--- config.mk ---
export PLATFORM = sky130hd
export DESIGN_NAME = grf_wb_arbiter
export DESIGN_NICKNAME = d
export VERILOG_FILES = /design/src/rtl/grf_wb_arbiter.sv
export SDC_FILE = /design/constraint.sdc
export NUM_CORES = 1
export LEC_CHECK = 0
export CAP_MARGIN = 25
export CORE_MARGIN = 2
export CORE_UTILIZATION = 25
export DETAILED_ROUTE_END_ITERATION = 16
export PLACE_DENSITY = 0.53
export SLEW_MARGIN = 10
export SYNTH_ARGS = -nofsm -noshare
export SYNTH_HDL_FRONTEND = slang
export SYNTH_SLANG_ARGS = --single-unit
--- constraint.sdc ---
create_clock -name clk -period 3.16 [get_ports clk]
set_input_delay 0.474 -clock clk [delete_from_list [all_inputs] [get_ports clk]]
set_output_delay 0.474 -clock clk [all_outputs]
set_load 0.01 [all_outputs]
--- src/rtl/grf_wb_arbiter.sv ---
// Register-file write-port arbiter between W-stage writeback and late MDU results.
// Tracks outstanding MDU destinations and raises a D-stage stall on hazards against them.
module grf_wb_arbiter #(
  parameter int MAX_PENDING  = 2,
  parameter int STARVE_LIMIT = 4
) (
  input  logic        clk,
  input  logic        reset,
  input  logic        W_we,
  input  logic [4:0]  W_a3,
  input  logic [31:0] W_wd,
  input  logic [31:0] W_pc,
  input  logic [4:0]  D_A1,
  input  logic [4:0]  D_A2,
  input  logic        D_wen,
  input  logic [4:0]  D_wa,
  input  logic        mdu_issue,
  input  logic [4:0]  mdu_dst,
  output logic        mdu_issue_ready,
  input  logic        mdu_wb_valid,
  input  logic [4:0]  mdu_wb_a3,
  input  logic [31:0] mdu_wb_wd,
  input  logic [31:0] mdu_wb_pc,
  output logic        mdu_wb_ready,
  output logic        grf_we,
  output logic [4:0]  grf_a3,
  output logic [31:0] grf_wd,
  output logic [31:0] grf_wpc,
  output logic        stall
);

  // state | meaning
  // IDLE  | no MDU result parked; MDU results accepted and forwarded when W is idle
  // HOLD  | one MDU result parked in the hold registers, waiting for an idle W cycle
  typedef enum logic {IDLE, HOLD} state_t;

  state_t      state, state_nx;
  logic [31:0] pending, pending_nx;
  logic [2:0]  cnt, cnt_nx;
  logic [7:0]  age, age_nx;
  logic [4:0]  hold_a3;
  logic [31:0] hold_wd, hold_pc;

  logic        pipe_wr, hold_load, commit, commit_dec, issue_acc, cnt_ok, starve, hazard;
  logic        sel_v, mrdy_c;
  logic [4:0]  sel_a3, commit_a3;
  logic [31:0] sel_wd, sel_pc;

  assign pipe_wr = W_we && (W_a3 != 5'd0);
  assign cnt_ok  = cnt < 3'(MAX_PENDING);

  always_comb begin
    state_nx  = state;
    age_nx    = age;
    hold_load = 1'b0;
    commit    = 1'b0;
    commit_a3 = mdu_wb_a3;
    mrdy_c    = 1'b0;
    sel_v     = 1'b0;
    sel_a3    = W_a3;
    sel_wd    = W_wd;
    sel_pc    = W_pc;
    case (state)
      IDLE: begin
        mrdy_c = 1'b1;
        age_nx = 8'd0;
        if (pipe_wr) begin
          sel_v = 1'b1;
          if (mdu_wb_valid) begin
            hold_load = 1'b1;
            state_nx  = HOLD;
          end
        end else if (mdu_wb_valid) begin
          sel_v     = 1'b1;
          sel_a3    = mdu_wb_a3;
          sel_wd    = mdu_wb_wd;
          sel_pc    = mdu_wb_pc;
          commit    = 1'b1;
          commit_a3 = mdu_wb_a3;
        end
      end
      HOLD: begin
        if (pipe_wr) begin
          sel_v  = 1'b1;
          age_nx = (age == 8'hFF) ? age : age + 8'd1;
        end else begin
          sel_v     = 1'b1;
          sel_a3    = hold_a3;
          sel_wd    = hold_wd;
          sel_pc    = hold_pc;
          commit    = 1'b1;
          commit_a3 = hold_a3;
          state_nx  = IDLE;
          age_nx    = 8'd0;
        end
      end
      default: state_nx = IDLE;
    endcase
  end

  // Starvation guard: the stall bubbles W so the parked result can drain.
  assign starve = (state == HOLD) && (age >= 8'(STARVE_LIMIT));
  assign hazard = ((D_A1 != 5'd0) && pending[D_A1]) ||
                  ((D_A2 != 5'd0) && pending[D_A2]) ||
                  (D_wen && (D_wa != 5'd0) && pending[D_wa]);

  assign stall           = !reset && (hazard || (mdu_issue && !cnt_ok) || starve);
  assign mdu_issue_ready = reset || cnt_ok;
  assign mdu_wb_ready    = !reset && mrdy_c;
  assign grf_we          = !reset && sel_v && (sel_a3 != 5'd0);
  assign grf_a3          = sel_a3;
  assign grf_wd          = sel_wd;
  assign grf_wpc         = sel_pc;

  assign issue_acc  = mdu_issue && cnt_ok && !stall;
  assign commit_dec = commit && (cnt != 3'd0);
  assign cnt_nx     = cnt + {2'b00, issue_acc} - {2'b00, commit_dec};

  // Clear before set so a same-cycle reissue to the same register stays pending.
  always_comb begin
    pending_nx = pending;
    if (commit && (commit_a3 != 5'd0)) pending_nx[commit_a3] = 1'b0;
    if (issue_acc && (mdu_dst != 5'd0)) pending_nx[mdu_dst] = 1'b1;
  end

  always_ff @(posedge clk) begin
    if (reset) begin
      state   <= IDLE;
      pending <= '0;
      cnt     <= '0;
      age     <= '0;
      hold_a3 <= '0;
      hold_wd <= '0;
      hold_pc <= '0;
    end else begin
      state   <= state_nx;
      pending <= pending_nx;
      cnt     <= cnt_nx;
      age     <= age_nx;
      if (hold_load) begin
        hold_a3 <= mdu_wb_a3;
        hold_wd <= mdu_wb_wd;
        hold_pc <= mdu_wb_pc;
      end
    end
  end

endmodule

Yosys cells after proc, flatten, opt, wreduce, memory -nomap -nowiden
Index checks and enable logic that the tools add are counted. W data, S select, Z words.

Logic and storage cells: 99. Bits in registers: 113. Output and inout bits: 73. Input bits: 164.

$add $sub $neg: 3. Multiplexer cells: 40. $lt $le $gt $ge: 9. Equality and inequality tests: 2. Reduce and logical (&&, ||, !) cells: 34. Bitwise logic cells: 4.

Operators by type and width (number): $mux W32 (8); $pmux W32 S2 (2); $reduce_bool A5 Y1 (7); $and A32 B32 Y32 (1); $not A32 Y32 (1); $or A32 B32 Y32 (1); $lt A5 B6 Y1 const B (5); $mux W5 (4); $pmux W5 S2 (2); $logic_and A1 B1 Y1 (18); $mux W8 (2); $pmux W8 S2 (1); $bmux W1 S5 (3); $mux W1 (13); $demux W1 S5 (2); $ge A5 B1 Y1 const B (2); $add A8 B1 Y8 const B (1); $eq A8 B8 Y1 const B (1); $ge A8 B3 Y1 const B (1); $pmux W1 S2 (3); $logic_or A1 B1 Y1 (5); $add A3 B1 Y3 (1); $logic_not A1 Y1 (3); $lt A3 B2 Y1 const B (1); other kinds (4) (4).

Longest topological paths before layout
Gate-level depths: netlist of the first run.

Word-level depth: 13. Gate-level depth with buffers: 13. Gate-level depth less buffers: 13.

Least setup slack after synthesis of the first run
OpenSTA, ideal clock, no wires.

Kind: input to register. From: in D_A1[0]. To: reg cnt[2]. Cell stages on the path: 12. Library setup time: 128 ps. Setup slack: -124 ps. Data required time: 3032 ps. Path buffers: 1. Arrival: 3156 ps. Path through: buf_2 -> mux4_2 -> mux2_2 -> o211ai_1 -> nand3_2 -> a221o_1 -> ha_1 -> inv_1 -> ha_1 -> fa_1 -> xor2_1 -> nor2_1.

Word-level cells in the longest chain between the ends: 12. Elaborated cells between the ends (all ways): 13. Those cells by class: add/sub: 2; mux: 2; reduce/logical: 9.

RTL lines: start, declared (line 13) `input logic [4:0] D_A1,`; $bmux W1 S5 (line 103) `assign hazard = ((D_A1 != 5'd0) && pending[D_A1]) ||`; $mux W1 (not written as such) (line 103); $logic_and A1 B1 Y1 (*) (line 103); $logic_or A1 B1 Y1 (*) (line 103); $logic_or A1 B1 Y1 (*) (line 104) `((D_A2 != 5'd0) && pending[D_A2]) ||`; $logic_or A1 B1 Y1 (*) (2 in a row) (line 107) `assign stall = !reset && (hazard || (mdu_issue && !cnt_ok) || starve);`; $logic_and A1 B1 Y1 (*) (line 107); $logic_not A1 Y1 (*) (line 115) `assign issue_acc = mdu_issue && cnt_ok && !stall;`; $logic_and A1 B1 Y1 (*) (line 115); $add A3 B1 Y3 (*) (line 117) `assign cnt_nx = cnt + {2'b00, issue_acc} - {2'b00, commit_dec};`; $sub A3 B1 Y3 (*) (line 117); end signal, assigned (line 138) `cnt <= cnt_nx;`; end, declared (line 39) `logic [2:0] cnt, cnt_nx;`.

Every way passes the cells marked *; elsewhere a longest branch is shown, timed or not. The select of a mux whose other input is x is not followed. A chain may end at the register's enable or synchronous reset.

Worst setup path in the final report of the first run
From: in D_A2[1]. To: reg cnt[1].

Word-level cells in the longest chain between the ends: 12. Elaborated cells between the ends (all ways): 13. Those cells by class: add/sub: 2; mux: 2; reduce/logical: 9.

RTL lines: start, declared (line 14) `input logic [4:0] D_A2,`; $bmux W1 S5 (line 104); $mux W1 (not written as such) (line 104); $logic_and A1 B1 Y1 (*) (line 104); $logic_or A1 B1 Y1 (*) (line 103); $logic_or A1 B1 Y1 (*) (line 104); $logic_or A1 B1 Y1 (*) (2 in a row) (line 107); $logic_and A1 B1 Y1 (*) (line 107); $logic_not A1 Y1 (*) (line 115); $logic_and A1 B1 Y1 (*) (line 115); $add A3 B1 Y3 (*) (line 117); $sub A3 B1 Y3 (*) (line 117); named net cnt_nx[1] (line 39).

The timed path passes the listed nets; every way through them passes the cells marked *. The select of a mux whose other input is x is not followed.

==> results of run 1 <==
==> registers in the layout, indices dropped and copies added, names as in the netlist <==
name / cells
age: 8
pending: 32
hold_pc: 32
hold_wd: 32
hold_a3: 5
cnt: 3
state: 1
==> per-stage QoR <==
stage          instances  area (sq um)  setup TNS, ps
4_1_cts             1552         10700           -138
2_1_floorplan        907          7010          -31.3
5_1_grt             1558         10900           -365
6_report            1561         10900           -126
3_5_place_dp        1509         10000         -30070
3_3_place_gp        1508         10000         -28620
==> logic make-up after synthesis <==
kind of cell,Yosys count,share of synthesized area (%)
AOI/OAI and AO/OA,373,33.0
xor gates and xnor gates,5,0.627
adders and majority gates,6,1.18
buffers and inverters,97,6.18
DFF,113,32.4
muxes,35,8.44
and+or+nand+nor,278,18.2
==> worst min path at each step <==
stage                startpoint           to  slack, ps  depth (start not counted)
floorplan            pending[0]   pending[0]        430                          1
global placement    hold_wd[22]  hold_wd[22]        440                          2
detailed placement  hold_pc[13]  hold_pc[13]        450                          2
CTS                 hold_wd[22]  hold_wd[22]        460                          2
global route         hold_pc[8]   hold_pc[8]        470                          2
finish              hold_wd[14]  hold_wd[14]        450                          2
==> cell type report <==
cell class              count  share of cell area [%]
diodes                      3                  0.0689
multi-input cells         697                    40.2
inverters                  15                   0.517
flip-flops and latches    113                    20.8
clock inverters            14                    1.65
well taps                 378                    4.34
clock buffers              18                    4.03
repair buffers            323                    28.4
==> power groups by stage <==
stage	clock network [mW]	logic [mW]	registers (mW)
floorplan	0	0.647	1.55
global placement	0	1.30	1.56
detailed placement	0	1.30	1.56
CTS	2.06	1.33	1.53
global route	2.12	1.48	1.54
finish	2.02	1.36	1.53
==> routing by layer <==
metal  share of wire [%]  track usage [%]
met5                0.12                0
met4                 1.3             4.38
met3                 8.7             6.75
met2                  47             31.0
met1                  43             24.2
==> timing repair <==
action                                  in CTS  in global routing
endpoints found under the setup margin      73                 59
cloned                                       1                  1
pin swaps                                   14                 15
hold buffers                                 0                  0
gates resized for setup                    104                 51
setup buffers                               11                  6
==> placed cells by master, fill, tap and decap left out, types with 5 or more instances in the layout <==
cell / Yosys / routed
clkbuf_16: 0 / 18
a31oi_1: 11 / 9
clkdlybuf4s50_1: 0 / 154
inv_1: 14 / 14
o22ai_1: 129 / 129
nand3_1: 41 / 40
mux2_2: 5 / 5
clkbuf_2: 0 / 5
mux2i_1: 12 / 11
buf_12: 0 / 7
o211ai_1: 15 / 15
dlygate4sd2_1: 0 / 49
clkinvlp_4: 0 / 5
buf_4: 3 / 67
mux4_2: 16 / 16
buf_6: 4 / 10
nor2b_1: 11 / 10
nor3_1: 7 / 7
clkdlybuf4s15_1: 0 / 22
nand2b_1: 7 / 7
dfxtp_1: 113 / 110
o311ai_0: 18 / 18
o21ai_2: 13 / 13
nor2_1: 19 / 19
nor3b_1: 8 / 7
o21ai_1: 17 / 17
a21oi_1: 145 / 144
nand2_1: 160 / 159
==> worst reg2reg max path, delay by kind of cell, from the launching register on <==
kind | cells | cell delay, ps
buffers and inverters | 2 | 190
AOI/OAI and AO/OA | 1 | 340
DFF | 1 | 360
and+or+nand+nor | 4 | 670
muxes | 2 | 650
adders and majority gates | 3 | 900
==> metrics.csv, run 1 <==
stage,metric,value,unit
timing,Final Max Tran Viols,0,
drt,DRC violations left,0,
global_routing,overflow left after global routing,0,
global_routing,largest net degree at the start of global routing,71,
cts,root buf cell,clkbuf_16,
pwr,Lkg Pwr,3.96,nW
worst_setup_path,launch point of the worst path,D_A2[1],
global_routing,first-pass GRT wire length,43700,um
pwr,switching share of power,29.8,%
global_routing,initial antenna violation count,7,
yosys,"Net Count, Synth",1077,
worst_setup_path,WP buf/inv,5,
worst_setup_path,Crit path arrival time,3530,ps
place,placed wire-length estimate,20200,um
cts,TritonCTS Buffers,17,
timing,Rel. slew slack,39.5,%
drt,ANT nets after route,0,
global_routing,gr usage total,19.1,%
yosys,Yosys cell types,61,
floorplan,Die ar.,0.0293,sq mm
pwr,maximum VDD drop,0.296,mV
worst_setup_path,WP depth,15,
cells_and_area,# fillers,2897,
floorplan,# rows,61,
worst_setup_path,"delay-heaviest family, CP",adder cells,
worst_setup_path,reg-to-reg endpoint,cnt[1],
yosys,most common flop cell mapped by yosys,dfxtp_1,
worst_setup_path,critical path endpoint category,register,
cells_and_area,"Core Util, Final",39.4,%
cells_and_area,Nets,1337,
floorplan,initial core utilization,25.3,%
worst_setup_path,FF-to-FF path depth,12,
status,failing checks,negative setup slack,
pwr,sw power,1.46,mW
place,GP Congestion,0.839,
yosys,synth cell count leaders,"nand2_1, a21oi_1, o22ai_1",
cts,Clock Latency Late Sink,420,ps
worst_setup_path,slowest stage cell on the critical path,mux4_2,
worst_setup_path,Critical Path End,cnt[1],
yosys,Synth area leaders,"dfxtp_1, o22ai_1, a21oi_1",
worst_setup_path,"most used cell, CP",buf_6,
pwr,Logic pwr share,27.7,%
cells_and_area,register area,0.00227,sq mm
yosys,"Warnings, synthesis",0,
min_path,worst hold path type,reg2reg,
timing,Tmin final,3250,ps
cts,Worst-path clk slew,60,ps
yosys,top cell type's share of synthesized area,32.4,%
timing,hold slack,454,ps
timing,RSZ-0062 raised after global routing,true,
yosys,Synth Register Bits,113,
drt,Pre-antenna DRT Iters,5,
timing,worst-margin pin slew,908,ps
pwr,Flop pwr share,31.2,%
worst_setup_path,data required time of the worst path,3440,ps
timing,clock skew,14.1,ps
yosys,largest area contributor in the netlist,dfxtp_1,
worst_setup_path,worst-path cell chain,buf_6 > buf_12 > buf_8 > mux4_2 > mux2i_2 > nor3b_2 > nor4_4 > nand3_2 > buf_6 > a221o_1 > ha_1 > inv_1 > ha_2 > fa_2 > nor2b_4,
yosys,Post-synth EDFFs,0,
global_routing,vias in the first global route,7669,
timing,Max Fclk,308,MHz
place,dpl ws,-777,ps
worst_setup_path,Worst Setup Path Type,in2reg,
pwr,P per Cell Area,450,mW/mm^2
timing,"Hold Vio Cnt, Final",0,
cells_and_area,Multi-input gate area,0.00438,sq mm
worst_setup_path,worst r2r src,pending[8],
drt,DRT Wirelength,29000,um
yosys,sequential share of the synthesized area,32.4,%
floorplan,num ports,237,
pwr,P_int,3.45,mW
cells_and_area,area growth from synthesis to layout,56.1,%
floorplan,Die Width,171,um
yosys,"Async S/R FF share, synth",0,%
floorplan,core area,0.0276,sq mm
drt,vias per cell,5.29,
yosys,synthesized area per cell,7.70,sq um
worst_setup_path,flop2flop setup slack,-70,ps
pwr,Clk pwr share,41.1,%
drt,Initial DRC Count,494,
yosys,Post-Synthesis Cells,907,
timing,Final WS setup,-86.3,ps
cts,TritonCTS clock tree,built,
cts,CTS Sinks,113,
yosys,Synth Cell Area,0.00698,sq mm
worst_setup_path,Startpoint Class,input pin,
job,Max-Cap Viols,0,
drt,vias after detailed routing,8265,
cts,clock tree buffer depth,2,
yosys,most common cell in the synthesized netlist,nand2_1,
timing,Final setup viols,2,
cells_and_area,layout cells sized above 1,16.5,%
status,outcome,"finished, violations left",
place,I/O Buffers,236,
pwr,total power draw,4.91,mW
worst_setup_path,Worst path max stage delay,490,ps
cts,Max H-tree Level,4,
timing,Final Cycle Share,103,%
floorplan,Die H,171,um
drt,Wirelength per Cell,18.6,um
worst_setup_path,crit-path max FO,6,
Note: power is estimated with default switching activity, not from simulation.
==> inputs of run 2 (changes only) <==
ABC_AREA = 1   (was not set)
PLACE_DENSITY = 0.52   (was 0.53)
==> metrics.csv, run 2 <==
stage,metric,value,unit
drt,DRT Wirelength,31400,um
worst_setup_path,Startpoint Class,input pin,
timing,Rel. slew slack,48.5,%
cts,TritonCTS Buffers,17,
worst_setup_path,WP depth,10,
worst_setup_path,Crit path arrival time,2520,ps
yosys,Post-synth EDFFs,0,
place,I/O Buffers,236,
drt,ANT nets after route,0,
yosys,Yosys cell types,35,
worst_setup_path,WP buf/inv,5,
cts,TritonCTS clock tree,built,
worst_setup_path,reg-to-reg endpoint,cnt[2],
yosys,synthesized area per cell,6.29,sq um
timing,"Hold Vio Cnt, Final",0,
global_routing,vias in the first global route,8919,
place,"Cell Area, Placed",0.0108,sq mm
global_routing,largest net degree at the start of global routing,139,
timing,RSZ-0062 raised after global routing,false,
yosys,"Warnings, synthesis",0,
yosys,Synth Cell Area,0.00774,sq mm
cts,hold-fix buffers at CTS,0,
pwr,P per Cell Area,434,mW/mm^2
yosys,"Net Count, Synth",1401,
timing,Final Cycle Share,94.8,%
cts,CTS Sinks,113,
global_routing,initial antenna violation count,7,
pwr,maximum VDD drop,0.210,mV
timing,Tmin final,2990,ps
worst_setup_path,"most used cell, CP",clkdlybuf4s50_1,
cells_and_area,# fillers,3285,
cells_and_area,"commonest cells after routing, fill and taps aside","inv_1, a21oi_1, o21ai_0",
floorplan,initial core utilization,25.4,%
cells_and_area,post-route cell area,0.0115,sq mm
worst_setup_path,"delay-heaviest family, CP",buffers and inverters,
drt,Initial DRC Count,622,
floorplan,core area,0.0305,sq mm
cells_and_area,"commonest non-fill, non-tap cell in the layout",inv_1,
min_path,Hold EP,hold_a3[1],
timing,Final setup viols,0,
min_path,HP Start,hold_a3[1],
yosys,sequential share of the synthesized area,29.2,%
floorplan,num ports,237,
drt,DRC violations left,0,
worst_setup_path,Worst path max stage delay,560,ps
drt,Wirelength per Cell,16.8,um
pwr,Lkg Pwr,4.85,nW
yosys,most common flop cell mapped by yosys,dfxtp_1,
place,GP Congestion,0.889,
yosys,Post-Synthesis Cells,1231,
min_path,Hold Crit Depth,2,
floorplan,Die ar.,0.0324,sq mm
floorplan,# rows,64,
yosys,most common cell in the synthesized netlist,inv_1,
place,placed wire-length estimate,22900,um
cts,Worst-path clk slew,50,ps
timing,hold slack,447,ps
timing,Max Fclk,334,MHz
cells_and_area,"Core Util, Final",37.7,%
floorplan,Die Width,180,um
job,Max-Cap Viols,0,
cells_and_area,area growth from synthesis to layout,48.5,%
timing,Setup TNS Final,0,ps
global_routing,gr usage total,19.0,%
worst_setup_path,FF-to-FF path depth,20,
global_routing,overflow left after global routing,0,
yosys,synth cell count leaders,"inv_1, a21oi_1, o21ai_0",
yosys,Synth Register Bits,113,
drt,Pre-antenna DRT Iters,5,
floorplan,Die H,180,um
cells_and_area,layout cells sized above 1,8.33,%
yosys,Synth area leaders,"dfxtp_1, a21oi_1, inv_1",
cts,clock tree buffer depth,2,
yosys,largest area contributor in the netlist,dfxtp_1,
worst_setup_path,flop2flop setup slack,580,ps
yosys,top cell type's share of synthesized area,29.2,%
worst_setup_path,Worst Setup Path Type,in2out,
cells_and_area,Largest regs,"hold_pc x32, hold_wd x32, pending x32",
timing,Final Max Tran Viols,0,
drt,vias per cell,4.90,
timing,clock skew,10.1,ps
worst_setup_path,worst-path cell chain,clkdlybuf4s50_1 > inv_1 > nand4_1 > nand2_4 > inv_4 > nor2_8 > nand2_1 > o211ai_1 > buf_4 > clkdlybuf4s50_1,
cts,Clock Latency Late Sink,420,ps
yosys,"Async S/R FF share, synth",0,%
status,outcome,finished clean,
worst_setup_path,slowest stage cell on the critical path,clkdlybuf4s50_1,
min_path,worst hold path type,reg2reg,
worst_setup_path,critical path endpoint category,output port,
global_routing,first-pass GRT wire length,49200,um
cts,Max H-tree Level,4,
worst_setup_path,worst r2r src,pending[7],
cells_and_area,Nets,1633,
worst_setup_path,crit-path max FO,6,
pwr,total power draw,4.99,mW
timing,worst-margin pin slew,773,ps
cts,root buf cell,clkbuf_16,
worst_setup_path,data required time of the worst path,2690,ps
drt,vias after detailed routing,9199,
run 2: cell count changes after synthesis, sizes merged, moves of 40 or more:
cell / previous run / this run
inv: 14 / 230
o21ai: 35 / 172
o22ai: 129 / 0
o221ai: 4 / 64
nor2: 20 / 72
nand3: 42 / 82
run 2: cell families after synthesis:
kind of cell	after synthesis	synth area share, %
flops	113	29.2
xor+xnor	2	0.226
fa+ha+maj	6	1.07
compound gates	430	32.1
buf+inv	315	16.4
simple gates	365	21.1
run 2: timing repair:
action / in CTS / in global routing
buffers inserted: 5 / 0
pin swaps: 3 / 1
endpoints found under the setup margin: 71 / 9
hold endpoints to repair: 0 / 0
gates resized for setup: 70 / 10
run 2: per-stage QoR:
stage | instances | setup slack (ps)
2_1_floorplan | 1231 | 382
3_3_place_gp | 1835 | -301
3_5_place_dp | 1835 | -314
4_1_cts | 1872 | 11.0
5_1_grt | 1876 | 22.1
6_report | 1876 | 165
run 2: final cells by class:
| cell class | instances | area (sq um) | share of cell area [%] |
|---|---|---|---|
| multi-input cells | 803 | 4250 | 37.0 |
| repair buffers | 297 | 2960 | 25.8 |
| flip-flops and latches | 113 | 2260 | 19.7 |
| inverters | 231 | 877 | 7.63 |
| well taps | 396 | 495 | 4.31 |
| clock buffers | 19 | 453 | 3.94 |
| clock inverters | 13 | 184 | 1.60 |
| diodes | 4 | 10.0 | 0.0871 |
run 2: worst register-to-register path: cells and delay by family, from the launching register on:
kind                     cells  cell delay (ps)
flip-flops                   1              320
AND/OR/NAND/NOR             13              900
adder cells (fa/ha/maj)      3              830
XOR/XNOR                     1              160
buffers and inverters        3              250
run 2: metal layers:
layer	track usage (%)	share of wire [%]	up-vias
met5	0	0.048	-
met4	8.16	2.9	4
met3	6.56	7.9	54
met2	30.4	46	306
met1	23.2	43	4192
li1	-	-	4643
run 2: worst max-delay path by stage:
stage / end / slack (ps) / start
after floorplan: cnt[2] / 380 / D_A1[0]
after global placement: grf_we / -300 / W_a3[1]
after detailed placement: grf_we / -310 / W_a3[1]
after CTS: grf_wd[28] / 10 / W_a3[0]
after global routing: grf_we / 20 / W_a3[0]
final: grf_a3[0] / 170 / W_a3[0]
run 2: power by group:
part	internal, mW	total (mW)	switching (mW)
clock	1.36	2.10	0.744
combinational	0.607	1.34	0.735
sequential	1.51	1.54	0.0311
total	3.48	4.99	1.51
==> inputs of run 3 (changes only) <==
CTS_CLUSTER_DIAMETER = 150   (was not set)
GPL_TIMING_DRIVEN = 0   (was not set)
HOLD_SLACK_MARGIN = 0.12   (was not set)
==> metrics.csv, run 3 (synthesis results as in run 2) <==
stage,metric,value,unit
status,outcome,finished clean,
pwr,maximum VDD drop,0.237,mV
cells_and_area,"commonest cells after routing, fill and taps aside","inv_1, a21oi_1, nand2_1",
global_routing,overflow left after global routing,0,
worst_setup_path,data required time of the worst path,2690,ps
place,I/O Buffers,232,
min_path,worst hold path type,reg2reg,
drt,Max Used Layer,met5,
drt,vias after detailed routing,9460,
cts,root buf cell,clkbuf_16,
worst_setup_path,FF-to-FF path depth,17,
pwr,P per Cell Area,426,mW/mm^2
floorplan,Die H,180,um
floorplan,initial core utilization,25.4,%
cells_and_area,area growth from synthesis to layout,46.0,%
timing,RSZ-0062 raised after global routing,false,
drt,DRC violations left,0,
drt,ANT nets after route,0,
cts,Clock Latency Late Sink,420,ps
global_routing,largest net degree at the start of global routing,17,
cells_and_area,final instance count without filler cells,1901,
global_routing,first-pass GRT wire length,50400,um
pwr,Lkg Pwr,4.72,nW
worst_setup_path,crit-path max FO,10,
cts,TritonCTS Buffers,17,
cts,Worst-path clk slew,50,ps
worst_setup_path,slowest stage cell on the critical path,clkdlybuf4s50_1,
cells_and_area,Largest regs,"hold_pc x32, hold_wd x32, pending x32",
drt,Metal-1 WL,13700,um
drt,met3 wire length,2900,um
floorplan,# rows,64,
timing,"Hold Vio Cnt, Final",0,
worst_setup_path,flop2flop setup slack,320,ps
worst_setup_path,WP buf/inv,6,
global_routing,initial antenna violation count,7,
drt,Pre-antenna DRT Iters,5,
timing,worst-margin pin slew,617,ps
timing,Setup TNS Final,0,ps
cells_and_area,"commonest non-fill, non-tap cell in the layout",inv_1,
job,Max-Cap Viols,0,
timing,Final setup viols,0,
timing,clock skew,13.0,ps
cells_and_area,Nets,1658,
worst_setup_path,reg-to-reg endpoint,cnt[2],
worst_setup_path,Worst Setup Path Type,in2out,
floorplan,Die Width,180,um
place,GP Congestion,0.885,
worst_setup_path,Crit path arrival time,2580,ps
worst_setup_path,Startpoint Class,input pin,
cts,clock tree buffer depth,2,
min_path,Hold EP,hold_a3[3],
drt,Initial DRC Count,614,
worst_setup_path,critical path endpoint category,output port,
min_path,Hold Crit Depth,2,
drt,vias per cell,4.98,
cts,TritonCTS clock tree,built,
timing,Final Max Tran Viols,0,
floorplan,num ports,237,
min_path,HP Start,hold_a3[3],
floorplan,Die ar.,0.0324,sq mm
floorplan,core area,0.0305,sq mm
global_routing,gr usage total,19.7,%
worst_setup_path,worst r2r src,pending[12],
cts,CTS Sinks,113,
place,placed wire-length estimate,26000,um
cts,Max H-tree Level,4,
drt,met2 WL,15100,um
worst_setup_path,worst-path cell chain,clkdlybuf4s50_1 > nor2_1 > nand4_1 > nand2_2 > inv_4 > nor2_8 > buf_12 > inv_2 > clkbuf_4 > o221ai_1 > dlygate4sd2_1,
pwr,total power draw,4.81,mW
worst_setup_path,Worst path max stage delay,450,ps
timing,Rel. slew slack,58.9,%
timing,Final Cycle Share,96.6,%
global_routing,vias in the first global route,9164,
cells_and_area,layout cells sized above 1,8.13,%
drt,DRT Wirelength,32700,um
timing,Max Fclk,327,MHz
drt,Wirelength per Cell,17.2,um
worst_setup_path,"delay-heaviest family, CP",buffers and inverters,
place,Placed Cells,1859,
timing,Tmin final,3050,ps
run 3: changes by cell type in the layout (fill, tap and decap cells not counted), moves of 13 or more:
cell      delta
o21ai_0     -14
buf_2       +13
buf_4       -36
o21ai_1     +14
clkbuf_1    +32
buf_12      -15
run 3: per-stage QoR:
stage	setup WS (ps)	hold WS (ps)	utilization [%]	area [sq um]
final	106	446	37.0	11300
after detailed placement	-744	438	34.6	10600
after floorplan	382	424	-	7740
after global routing	0.613	470	37.0	11300
after CTS	40.0	445	36.8	11200
after global placement	-762	435	34.6	10600
run 3: per-layer routing:
metal / up-vias / GRT usage (%)
li1: 4692 / -
met3: 64 / 6.75
met1: 4329 / 23.6
met2: 369 / 32.4
met4: 6 / 7.22
met5: - / 0
run 3: report_power, final:
part	switching [mW]	internal (mW)
logic	0.772	0.586
registers	0.0292	1.51
clock network	0.679	1.23
total	1.48	3.33
run 3: layout make-up:
cell class | instances | area [sq um]
Fill cell | 3290 | 19200
Multi-Input combinational cell | 803 | 4270
Timing Repair Buffer | 238 | 2300
Sequential cell | 113 | 2260
Inverter | 231 | 877
Tap cell | 396 | 495
Buffer | 84 | 490
Clock buffer | 22 | 484
Clock inverter | 10 | 108
Antenna cell | 4 | 10.0
run 3: tightest hold or removal path, delay by kind of cell (launching register included):
kind	cells	cell delay, ps
AO/OA/AOI/OAI	1	50
flip-flops	1	300
buffers and inverters	1	50
run 3: worst max path at each step:
stage	startpoint	end	depth (start not counted)
2_1_floorplan	D_A1[0]	cnt[2]	23
3_3_place_gp	W_a3[3]	grf_wd[26]	10
3_5_place_dp	W_a3[1]	grf_wd[13]	10
4_1_cts	state	grf_wd[13]	7
5_1_grt	W_a3[4]	grf_wd[16]	11
6_report	W_a3[4]	grf_wd[22]	11
run 3: what timing repair did:
action,in CTS,in global routing
endpoints found under the setup margin,69,57
pin swaps,4,3
resized for setup,130,41
hold buffers,0,0
setup buffers,4,2
